--- src/rtl/mru_pkg.sv ---
// Shared types and helpers for the MRU stack tracker.
package mru_pkg;

    typedef enum logic [1:0] {S_IDLE, S_PUSH, S_WAIT} state_t;

    localparam int unsigned MAX_CH = 16;

    // A slot is {valid, idx}; valid sits in the top bit.
    function automatic int unsigned slot_width(input int unsigned idx_w);
        return idx_w + 1;
    endfunction

    function automatic logic [3:0] first_set(input logic [MAX_CH-1:0] vec);
        logic [3:0] idx;
        idx = '0;
        for (int i = MAX_CH - 1; i >= 0; i--) begin
            if (vec[i]) begin
                idx = 4'(i);
            end
        end
        return idx;
    endfunction

endpackage

--- src/rtl/mru_edge_det.sv ---
// Tick-qualified rising-edge detector for the button levels.
module mru_edge_det #(
    parameter int unsigned N_CH = 4
) (
    input  logic            clk,
    input  logic            rst,
    input  logic            tick,
    input  logic [N_CH-1:0] btn,
    output logic [N_CH-1:0] press
);

    logic [N_CH-1:0] btn_prev;

    always_ff @(posedge clk) begin
        if (!rst) begin
            btn_prev <= '0;
        end else if (tick) begin
            btn_prev <= btn;
        end
    end

    assign press = tick ? (btn & ~btn_prev) : '0;

endmodule

--- src/rtl/mru_stack.sv ---
// Most-recently-used button tracker with LED residency, eviction report and tick gating.
// MRU_DEDUP_EN selects move-to-front de-duplication; undefined gives legacy always-miss pushes.
module mru_stack
    import mru_pkg::*;
#(
    parameter int unsigned N_CH  = 4,
    parameter int unsigned DEPTH = 3,
    parameter int unsigned IDX_W = $clog2(N_CH),
    parameter int unsigned CNT_W = $clog2(DEPTH + 1)
) (
    input  logic             clk,
    input  logic             rst,
    input  logic             tick,
    input  logic [N_CH-1:0]  btn,
    output logic [N_CH-1:0]  led,
    output logic             top_valid,
    output logic [IDX_W-1:0] top_idx,
    output logic [CNT_W-1:0] count,
    output logic             evict_valid,
    output logic [IDX_W-1:0] evict_idx
);

    localparam int unsigned SLOT_W = slot_width(IDX_W);

    state_t              state_q;
    logic [IDX_W-1:0]    sel_q;
    logic [SLOT_W-1:0]   slot_q   [DEPTH];
    logic [SLOT_W-1:0]   slot_nxt [DEPTH];
    logic [N_CH-1:0]     press;
    logic [MAX_CH-1:0]   press_wide;
    logic [IDX_W-1:0]    first_idx;
    logic                hit;
    logic                full;
    int unsigned         hit_pos;
    int unsigned         shift_lim;
    logic [N_CH-1:0]     led_nxt;
    logic [CNT_W-1:0]    count_nxt;
    logic                evict_nxt;

    mru_edge_det #(
        .N_CH (N_CH)
    ) u_edge_det (
        .clk   (clk),
        .rst   (rst),
        .tick  (tick),
        .btn   (btn),
        .press (press)
    );

    always_comb begin
        press_wide             = '0;
        press_wide[N_CH-1:0]   = press;
        first_idx              = IDX_W'(first_set(press_wide));
        hit                    = 1'b0;
        hit_pos                = 0;
`ifdef MRU_DEDUP_EN
        for (int unsigned i = 0; i < DEPTH; i++) begin
            if (!hit && slot_q[i][SLOT_W-1] && (slot_q[i][IDX_W-1:0] == sel_q)) begin
                hit     = 1'b1;
                hit_pos = i;
            end
        end
`endif
        full      = (count == CNT_W'(DEPTH));
        // A hit only shifts the slots above it; a miss shifts the whole stack.
        shift_lim = hit ? hit_pos : DEPTH - 1;
        slot_nxt  = slot_q;
        for (int unsigned i = 1; i < DEPTH; i++) begin
            if (i <= shift_lim) begin
                slot_nxt[i] = slot_q[i-1];
            end
        end
        slot_nxt[0] = {1'b1, sel_q};
        evict_nxt   = !hit && full;
        count_nxt   = (hit || full) ? count : count + 1'b1;
        led_nxt     = '0;
        for (int unsigned i = 0; i < DEPTH; i++) begin
            if (slot_nxt[i][SLOT_W-1]) begin
                led_nxt[slot_nxt[i][IDX_W-1:0]] = 1'b1;
            end
        end
    end

    always_ff @(posedge clk) begin
        if (!rst) begin
            state_q <= S_IDLE;
            sel_q   <= '0;
            for (int unsigned i = 0; i < DEPTH; i++) begin
                slot_q[i] <= '0;
            end
            led         <= '0;
            top_valid   <= 1'b0;
            top_idx     <= '0;
            count       <= '0;
            evict_valid <= 1'b0;
            evict_idx   <= '0;
        end else begin
            evict_valid <= 1'b0;
            if (tick) begin
                unique case (state_q)
                    S_IDLE: begin
                        if (|press) begin
                            sel_q   <= first_idx;
                            state_q <= S_PUSH;
                        end
                    end
                    S_PUSH: begin
                        slot_q    <= slot_nxt;
                        led       <= led_nxt;
                        top_valid <= 1'b1;
                        top_idx   <= sel_q;
                        count     <= count_nxt;
                        if (evict_nxt) begin
                            evict_valid <= 1'b1;
                            evict_idx   <= slot_q[DEPTH-1][IDX_W-1:0];
                        end
                        state_q <= S_WAIT;
                    end
                    S_WAIT: begin
                        if (btn == '0) begin
                            state_q <= S_IDLE;
                        end
                    end
                    default: state_q <= S_IDLE;
                endcase
            end
        end
    end

endmodule

--- config.mk ---
export PLATFORM = sky130hd
export DESIGN_NAME = mru_stack
export DESIGN_NICKNAME = d
export VERILOG_FILES = /design/src/rtl/mru_pkg.sv /design/src/rtl/mru_edge_det.sv /design/src/rtl/mru_stack.sv
export SDC_FILE = /design/constraint.sdc
export NUM_CORES = 1
export LEC_CHECK = 0
export ABC_AREA = 1
export CAP_MARGIN = 20
export CORE_MARGIN = 1
export CORE_UTILIZATION = 54
export DETAILED_ROUTE_END_ITERATION = 6
export PLACE_DENSITY = 0.82
export SYNTH_ARGS = -nofsm -noshare
export SYNTH_HDL_FRONTEND = slang
export SYNTH_HIERARCHICAL = 1
export SYNTH_SLANG_ARGS = --single-unit
export TNS_END_PERCENT = 20
--- constraint.sdc ---
create_clock -name clk -period 1.9 [get_ports clk]
set_input_delay 0.38 -clock clk [delete_from_list [all_inputs] [get_ports clk]]
set_output_delay 0.38 -clock clk [all_outputs]
set_load 0.02 [all_outputs]
==> results.json, run 1 <==
{
  "outcome": "finished, final reports clean",
  "fin_crit_ps": 1770,
  "drtAntennaViolNets": 0,
  "antenna_cells": 0,
  "crit_family": "buffers and inverters",
  "wl_um": 2130,
  "routed-via-count": 975,
  "clock-root-buffer": "clkbuf_4",
  "cp.required_ps": 1520,
  "grt_pass1_vias": 838,
  "cts_setup_buffers": 0,
  "crit_path_end_kind": "output port",
  "nets": 175,
  "row_count": 15,
  "htreeDepth": 1,
  "slew_headroom_pct": 74.7,
  "p_per_area_nw_per_um2": 739,
  "die_area_um2": 2110,
  "yosysSeqAreaShare_pct": 48.0,
  "cp_num_buf_inv": 1,
  "cap_violations": 0,
  "pwr-share-seq_pct": 60.9,
  "remaining_drc_errors": 0,
  "hold_class": "reg2reg",
  "worst-path-max-fanout": 6,
  "hpwl_um": 1570,
  "post-route-util_pct": 72.5,
  "critical_path.cell_chain": "clkdlybuf4s50_1",
  "portBuffers": 18,
  "cts_resized": 0,
  "postSynthAreaPerCell_um2": 7.20,
  "finalSetupViolCount": 0,
  "start_kind": "register",
  "critical_path.max_stage_delay_ps": 640,
  "comb_power_share_pct": 15.1,
  "slowest_stage": "clkdlybuf4s50_1",
  "worst_pin_slew_ps": 376,
  "initial_utilization_pct": 59.1,
  "clk_pin_slew_ps": 130,
  "rsz0062_at_grt": "no",
  "ys_seq_elements": 25,
  "clkPwrFrac_pct": 24.1,
  "cp.arrival_ps": 1390,
  "grt_pass1_wl_um": 3420,
  "ios": 19,
  "total_power_uw": 945,
  "antenna_found_initial": 0,
  "clk_path_buf_depth": 2,
  "swShare_pct": 26.3,
  "die_w_um": 46.0,
  "tns_ps": 0,
  "synthTopCellsByArea": "dfxtp_1, a21oi_1, o21ai_0, nand2_1, nor2_1",
  "cts_hold_buf": 0,
  "final_hold_viol_count": 0,
  "grt_max_degree": 20,
  "yosysTopAreaCell": "dfxtp_1",
  "syn_to_final_growth_pct": 22.5,
  "min_period_over_period_pct": 93.2,
  "grt_use_total_pct": 22.4,
  "synth_nets": 153,
  "fp.coreArea_um2": 1760,
  "cts_tree": "done",
  "cts_buffers": 3,
  "slew_viol_final": 0,
  "cts_sinks": 25,
  "drive_above_1_share_pct": 4.82,
  "ys_types": 14,
  "clock_latency_ps": 310,
  "fmax_mhz": 565,
  "drtIter0Drc": 28,
  "fill_cells": 158,
  "crit_type": "reg2out",
  "p_switching_uw": 249,
  "grt_overflow": 0,
  "syn_area_um2": 1040,
  "dieHeight_um": 46.0,
  "ys_warn_count": 6,
  "vias_per_cell": 5.10,
  "skew_ps": 5.87,
  "post_drt_wl_per_cell_um": 11.2,
  "syn_inst": 145,
  "first_pass_iters": 4,
  "gp_congestion": 0.916,
  "leakage_nw": 0.533,
  "peakVddDrop_mv": 0.472,
  "synth_top_cell_area_share_pct": 48.0,
  "internal_power_uw": 696
}
-- registers in the layout (all words and copies together) (netlist names) --
name                 cells
count                    2
evict_idx                2
evict_valid              1
led                      4
sel_q                    2
slot_nxt                 4
slot_q                   2
state_q                  2
top_idx                  1
top_valid                1
u_edge_det/btn_prev      4
-- per-layer routing --
| layer | GRT usage [%] | up-vias | part of all wire, % |
|---|---|---|---|
| met5 | 0 | - | 0 |
| li1 | - | 506 | - |
| met4 | 12.4 | 0 | 0.89 |
| met1 | 28.6 | 427 | 47 |
| met2 | 35.5 | 38 | 47 |
| met3 | 3.97 | 4 | 5.0 |
-- kinds of logic after synthesis --
| family | count (synthesis) | share of synthesized area, % |
|---|---|---|
| compound gates | 40 | 19.5 |
| fa+ha+maj | 1 | 1.20 |
| buf+inv | 24 | 9.95 |
| flops | 25 | 48.0 |
| simple gates | 55 | 21.3 |
-- final cells by class --
type | count | area (um2) | area share, %
inverter | 19 | 71.3 | 5.58
timing repair buffer | 22 | 210 | 16.4
multi-input combinational | 96 | 439 | 34.3
clock buffer | 4 | 26.3 | 2.05
tap | 25 | 31.3 | 2.45
sequential | 25 | 500 | 39.1
-- layout by cell type (no fill, tap or decap) --
master / count
o21ai_0: 19
nor2_1: 22
inv_1: 19
dfxtp_1: 25
nand2_1: 24
nand3_2: 1
o22ai_1: 1
a21oi_1: 19
nand3_1: 6
ha_1: 1
clkbuf_1: 1
buf_4: 4
nor3_1: 2
clkdlybuf4s50_1: 18
o21a_1: 1
clkbuf_4: 3
-- synthesized netlist by cell type --
cell      n
o21a_1    1
nand2_1  24
o22ai_1   1
nor2_1   22
a21oi_1  19
nand3_2   1
buf_2     2
ha_1      1
buf_4     3
inv_1    19
dfxtp_1  25
o21ai_0  19
nand3_1   6
nor3_1    2
-- power by group through the flow --
stage	combinational, mW	sequential [mW]	clock [mW]
6_report	0.143	0.575	0.227
5_1_grt	0.158	0.578	0.254
4_1_cts	0.142	0.575	0.232
3_5_place_dp	0.141	0.586	0
3_3_place_gp	0.136	0.585	0
2_1_floorplan	0.0763	0.592	0
-- through the flow --
step	instances	area (um2)	hold WS, ps	setup WS, ps
after global routing	191	1280	509	51.9
after global placement	187	1250	451	154
final	191	1280	476	129
after detailed placement	187	1250	456	115
after CTS	191	1280	474	116
after floorplan	145	1040	440	740
-- path summary, 6_finish.rpt --
path                                              from  cells after the start  slack (ps)                     end
worst min register to register  u_edge_det/btn_prev[2]                      2         480  u_edge_det/btn_prev[2]
worst max register to register              state_q[0]                      4         720             slot_nxt[1]
worst max-delay path                         top_valid                      1         130               top_valid
worst min-delay path            u_edge_det/btn_prev[2]                      2         480  u_edge_det/btn_prev[2]
Power figures use the tool's default switching activity.
==> inputs of run 2 (changes only) <==
Settings changed: CORE_UTILIZATION 54 to 55, DONT_BUFFER_PORTS set to 1, PLACE_DENSITY 0.82 to 0.7.
==> run 2 against run 1 <==
- routed wire length is 13% lower
- clock-buffer cell count stayed put
- first-iteration DRC count is 54% lower
- die area is 1.8% lower
- power is 5.9% lower
- combinational power is 45% lower
==> results.json, run 2 (same netlist as run 1, synthesis figures left out) <==
{
  "leakage_nw": 0.448,
  "hpwl_um": 1350,
  "post_dp_cell_area_um2": 1040,
  "slew_viol_final": 0,
  "fmax_mhz": 731,
  "clk_path_buf_depth": 2,
  "layout_commonest_cell": "dfxtp_1",
  "cts_setup_buffers": 0,
  "routed-via-count": 854,
  "drive_above_1_share_pct": 2.78,
  "r2r_cells": 5,
  "cts_buffers": 3,
  "grt_max_degree": 20,
  "post_drt_wl_per_cell_um": 11.0,
  "worst_slack_ps": 533,
  "finalHoldWorstSlack_ps": 181,
  "clock-root-buffer": "clkbuf_4",
  "syn_to_final_growth_pct": 2.40,
  "cap_violations": 0,
  "remaining_drc_errors": 0,
  "cp.required_ps": 2110,
  "initial_utilization_pct": 59.8,
  "worst_pin_slew_ps": 411,
  "start_kind": "register",
  "die_w_um": 45.6,
  "clock_latency_ps": 300,
  "outcome": "finished, final reports clean",
  "wl_um": 1860,
  "peakVddDrop_mv": 0.616,
  "fin_area_um2": 1070,
  "grt_pass1_vias": 762,
  "cp_num_buf_inv": 1,
  "p_per_area_nw_per_um2": 833,
  "clk_pin_slew_ps": 120,
  "fp.coreArea_um2": 1750,
  "cts_resized": 0,
  "ios": 19,
  "dpl_worst_slack_ps": 547,
  "dieHeight_um": 45.6,
  "nets": 153,
  "fin_cells": 169,
  "worst-path-stages": 5,
  "final_cell_mix": "dfxtp_1, nand2_1, nor2_1",
  "cts_hold_buf": 0,
  "slowest_stage": "dfxtp_1",
  "grt_overflow": 0,
  "hp-start": "rst",
  "cts_sinks": 25,
  "cts_tree": "done",
  "htreeDepth": 1,
  "slew_headroom_pct": 72.4,
  "hold_class": "in2reg",
  "drtAntennaViolNets": 0,
  "gp_congestion": 0.868,
  "first_pass_iters": 4,
  "grt_use_total_pct": 20.5,
  "antenna_found_initial": 0,
  "die_area_um2": 2080,
  "reg2reg_to": "led[0]",
  "crit_top_cell": "nor2_1",
  "skew_ps": 6.55,
  "rsz0062_at_grt": "no",
  "tns_ps": 0,
  "fin_crit_ps": 1370,
  "drtIter0Drc": 13,
  "worst-path-max-fanout": 16,
  "critPathCapture": "led[0]",
  "grt_pass1_wl_um": 3080,
  "critical_path.max_stage_delay_ps": 400,
  "min_period_over_period_pct": 72.0,
  "placedCellCount": 165,
  "critical_path.cell_chain": "nand3_2 > inv_1 > o21ai_0 > nor2_1 > nor2_1",
  "crit_type": "reg2reg",
  "vias_per_cell": 5.05,
  "portBuffers": 0,
  "crit_start": "state_q[0]",
  "crit_family": "simple AND/OR/NAND/NOR gates",
  "total_power_uw": 890,
  "finalSetupViolCount": 0,
  "final_hold_viol_count": 0,
  "cp.arrival_ps": 1580,
  "antenna_cells": 0,
  "reg2reg_from": "state_q[0]",
  "min_path_cells": 2,
  "crit_path_end_kind": "register",
  "row_count": 15,
  "post-route-util_pct": 61.2,
  "r2r_slack_ps": 530
}
==> run 2: cell count changes in the layout (fill, tap and decap cells not counted), sizes merged <==
cell,delta
buf,-4
clkdlybuf4s50,-18
==> run 2: metal layers <==
metal	vias to the layer above	global-route usage [%]	share of wire [%]
met5	-	0	0
met4	0	10.3	0
met3	0	2.78	3.9
met2	14	31.4	45
met1	375	27.9	51
li1	465	-	-
==> run 2: where the power goes <==
part | leakage, nW | internal [mW] | switching (mW)
Combinational | 0.229 | 0.0292 | 0.0493
Sequential | 0.204 | 0.552 | 0.0377
Clock | 0.0150 | 0.0818 | 0.139
==> run 2: how the worst min path moves through the flow <==
stage | slack, ps | to
6_report | 180 | count[0]
5_1_grt | 160 | top_valid
4_1_cts | 170 | sel_q[0]
3_5_place_dp | 450 | u_edge_det/btn_prev[3]
3_3_place_gp | 450 | u_edge_det/btn_prev[3]
2_1_floorplan | 440 | u_edge_det/btn_prev[0]
==> run 2: worst reg2reg max path: stages (launching register included) <==
cell	delay, ps
dfxtp_1	400
nand3_2	270
inv_1	330
o21ai_0	140
nor2_1	100
nor2_1	40
==> run 2: final cells by class <==
| class | count | area [um2] |
|---|---|---|
| Sequential cell | 25 | 500 |
| Tap cell | 25 | 31.3 |
| Multi-Input combinational cell | 96 | 439 |
| Inverter | 19 | 71.3 |
| Fill cell | 174 | 677 |
| Clock buffer | 4 | 26.3 |
==> RTL change (config.mk and constraints of run 2) <==
`N_CH` is set to 4 in 2 places; all go to 8.
--- a/src/rtl/mru_edge_det.sv
+++ b/src/rtl/mru_edge_det.sv
@@ -1,6 +1,6 @@
 // Tick-qualified rising-edge detector for the button levels.
 module mru_edge_det #(
-    parameter int unsigned N_CH = 4
+    parameter int unsigned N_CH = 8
 ) (
     input  logic            clk,
     input  logic            rst,
--- a/src/rtl/mru_stack.sv
+++ b/src/rtl/mru_stack.sv
@@ -3,7 +3,7 @@
 module mru_stack
     import mru_pkg::*;
 #(
-    parameter int unsigned N_CH  = 4,
+    parameter int unsigned N_CH  = 8,
     parameter int unsigned DEPTH = 3,
     parameter int unsigned IDX_W = $clog2(N_CH),
     parameter int unsigned CNT_W = $clog2(DEPTH + 1)
Ports: changed (resized btn, evict_idx, led and top_idx); port bits go from 19 to 29. The function was not compared with the original's and may differ.
==> RTL change against run 2 <==
  * The flow now finishes with violations (DRC)
  * Via count grew 79%
  * Non-clock buffer count increased by 1
  * Count of clock-buffer cells in the layout increased by 1
  * Combinational power rose to 2.6 times the old value
  * Synthesized cell count increased by 60%
  * Final area rose by 64%
  * Setup slack improved by 0.075 ns
  * Sequential power rose by 60%
  * Sequential cell count grew 13
  * Maximum frequency rose by 5.8%
  * Area after synthesis increased by 62%
  * Wire length up 99%
  * Power is 91% higher
  * Largest power group unchanged
==> RTL change: results (changes against run 2) <==
Clock Tree Buf Depth 2 (unchanged); Post-DP Area 1670 um^2 (+60%); Met3 Routed Length 213 um (+200%); Slew HR 76.58% (+4.2 points); top cells by area, synth dfxtp_1, a21oi_1, o21ai_0, nor2_1, nand2_1; met1 usage 32.14% (+4.2 points); Worst path slowest cell dfxtp_1; clock buffer count from CTS 5 (+2); combinational share of power 12.2% (+3.4 points); maximum vdd drop 0.0006138 V (-0.28%); Vias/cell 5.854 (+16%); GR Util met2 38.37% (+6.9 points); Antenna Cells 0 (unchanged); initial antenna violation count 0 (unchanged); violated checks DRC; register area share after synthesis 45.07% (-2.9 points); worst clock skew 0.009263 ns (+0.002712 ns); Worst-Skew Late Latency 0.36 ns (+0.06 ns); met1 wire length 1.710 mm (+81%); cell family contributing the most delay on the critical path flip-flops; Sw Ratio 29.39% (+3.9 points); share of cells above drive strength 1 9.130% (+6.4 points); Detailed Route Iter0 Violations 62 (+49); gpl congestion 0.8614 (-0.81%); Internal Power 1201 uW (+81%); placed cell count 253 (+53%); met3 GRT Util 6.122% (+3.3 points); Fillers 274 (+57%); reg2reg path depth 5 (unchanged); flop-to-flop setup slack 0.61 ns (+0.08 ns); overall routing resource usage 24.84% (+4.3 points); largest net degree at the start of global routing 30 (+50%); Place WS 0.6427 ns (+0.09569 ns); hold path endpoint evict_idx[2]; max cap viols 0 (unchanged); vias in the first global route 1389 (+82%); First-pass DRT Iterations 6 (+2); met2 wire length 1.725 mm (+100%); Post-DP HPWL 2.623 mm (+95%); Post-Syn Instances 232 (+60%); Final Non-Filler Cells 261 (+54%); RR Endpoint led[6]; commonest cells in the netlist dfxtp_1, a21oi_1, nor2_1, nand2_1, o21ai_0; status finished with violations; Leak 0.0007464 uW (+67%); port bufs 0 (unchanged); top sig layer met4; H-tree depth 2 (+1); Avg WL per Cell 14.15 um (+29%); critical path fanouts, max 25 (+9); global-route wire length before repair 6.182 mm (+100%); Post-CTS Setup Repair Bufs 0 (unchanged); Critical Path Max Stage Delay 0.37 ns (-0.03 ns); DRC Markers 3 (+3); Post-Syn Nets 244 (+59%); CP Launch Point state_q[0]; distinct cell type count after synthesis 21 (+7); WHS 0.1444 ns (-0.03681 ns); seq pwr 944 uW (+60%)
-- RTL change: layout make-up --
class | instances | area [um^2] | area share (%)
multi-input combinational | 156 | 757.0 | 43.31
sequential | 38 | 760.7 | 43.52
tap | 31 | 38.79 | 2.219
inverter | 27 | 106.4 | 6.084
timing repair buffer | 1 | 7.507 | 0.4295
clock buffer | 5 | 37.54 | 2.147
clock inverter | 3 | 40.04 | 2.291
-- RTL change: how the worst max path moves through the flow --
stage / endpoint / slack [ns]
finish: led[6] / 0.61
global route: led[6] / 0.45
CTS: led[6] / 0.62
detailed placement: led[6] / 0.64
global placement: evict_idx[0] / 0.67
floorplan: sel_q[1] / 0.65
-- RTL change: cell families (layout without fill, tap and decap cells) --
logic type	Yosys count	after routing	share of synthesized area (%)
adder cells (fa/ha/maj)	1	1	0.7412
buffers and inverters	38	36	10.08
flip-flops	38	38	45.07
AO/OA/AOI/OAI	65	65	19.87
AND/OR/NAND/NOR	90	90	24.24
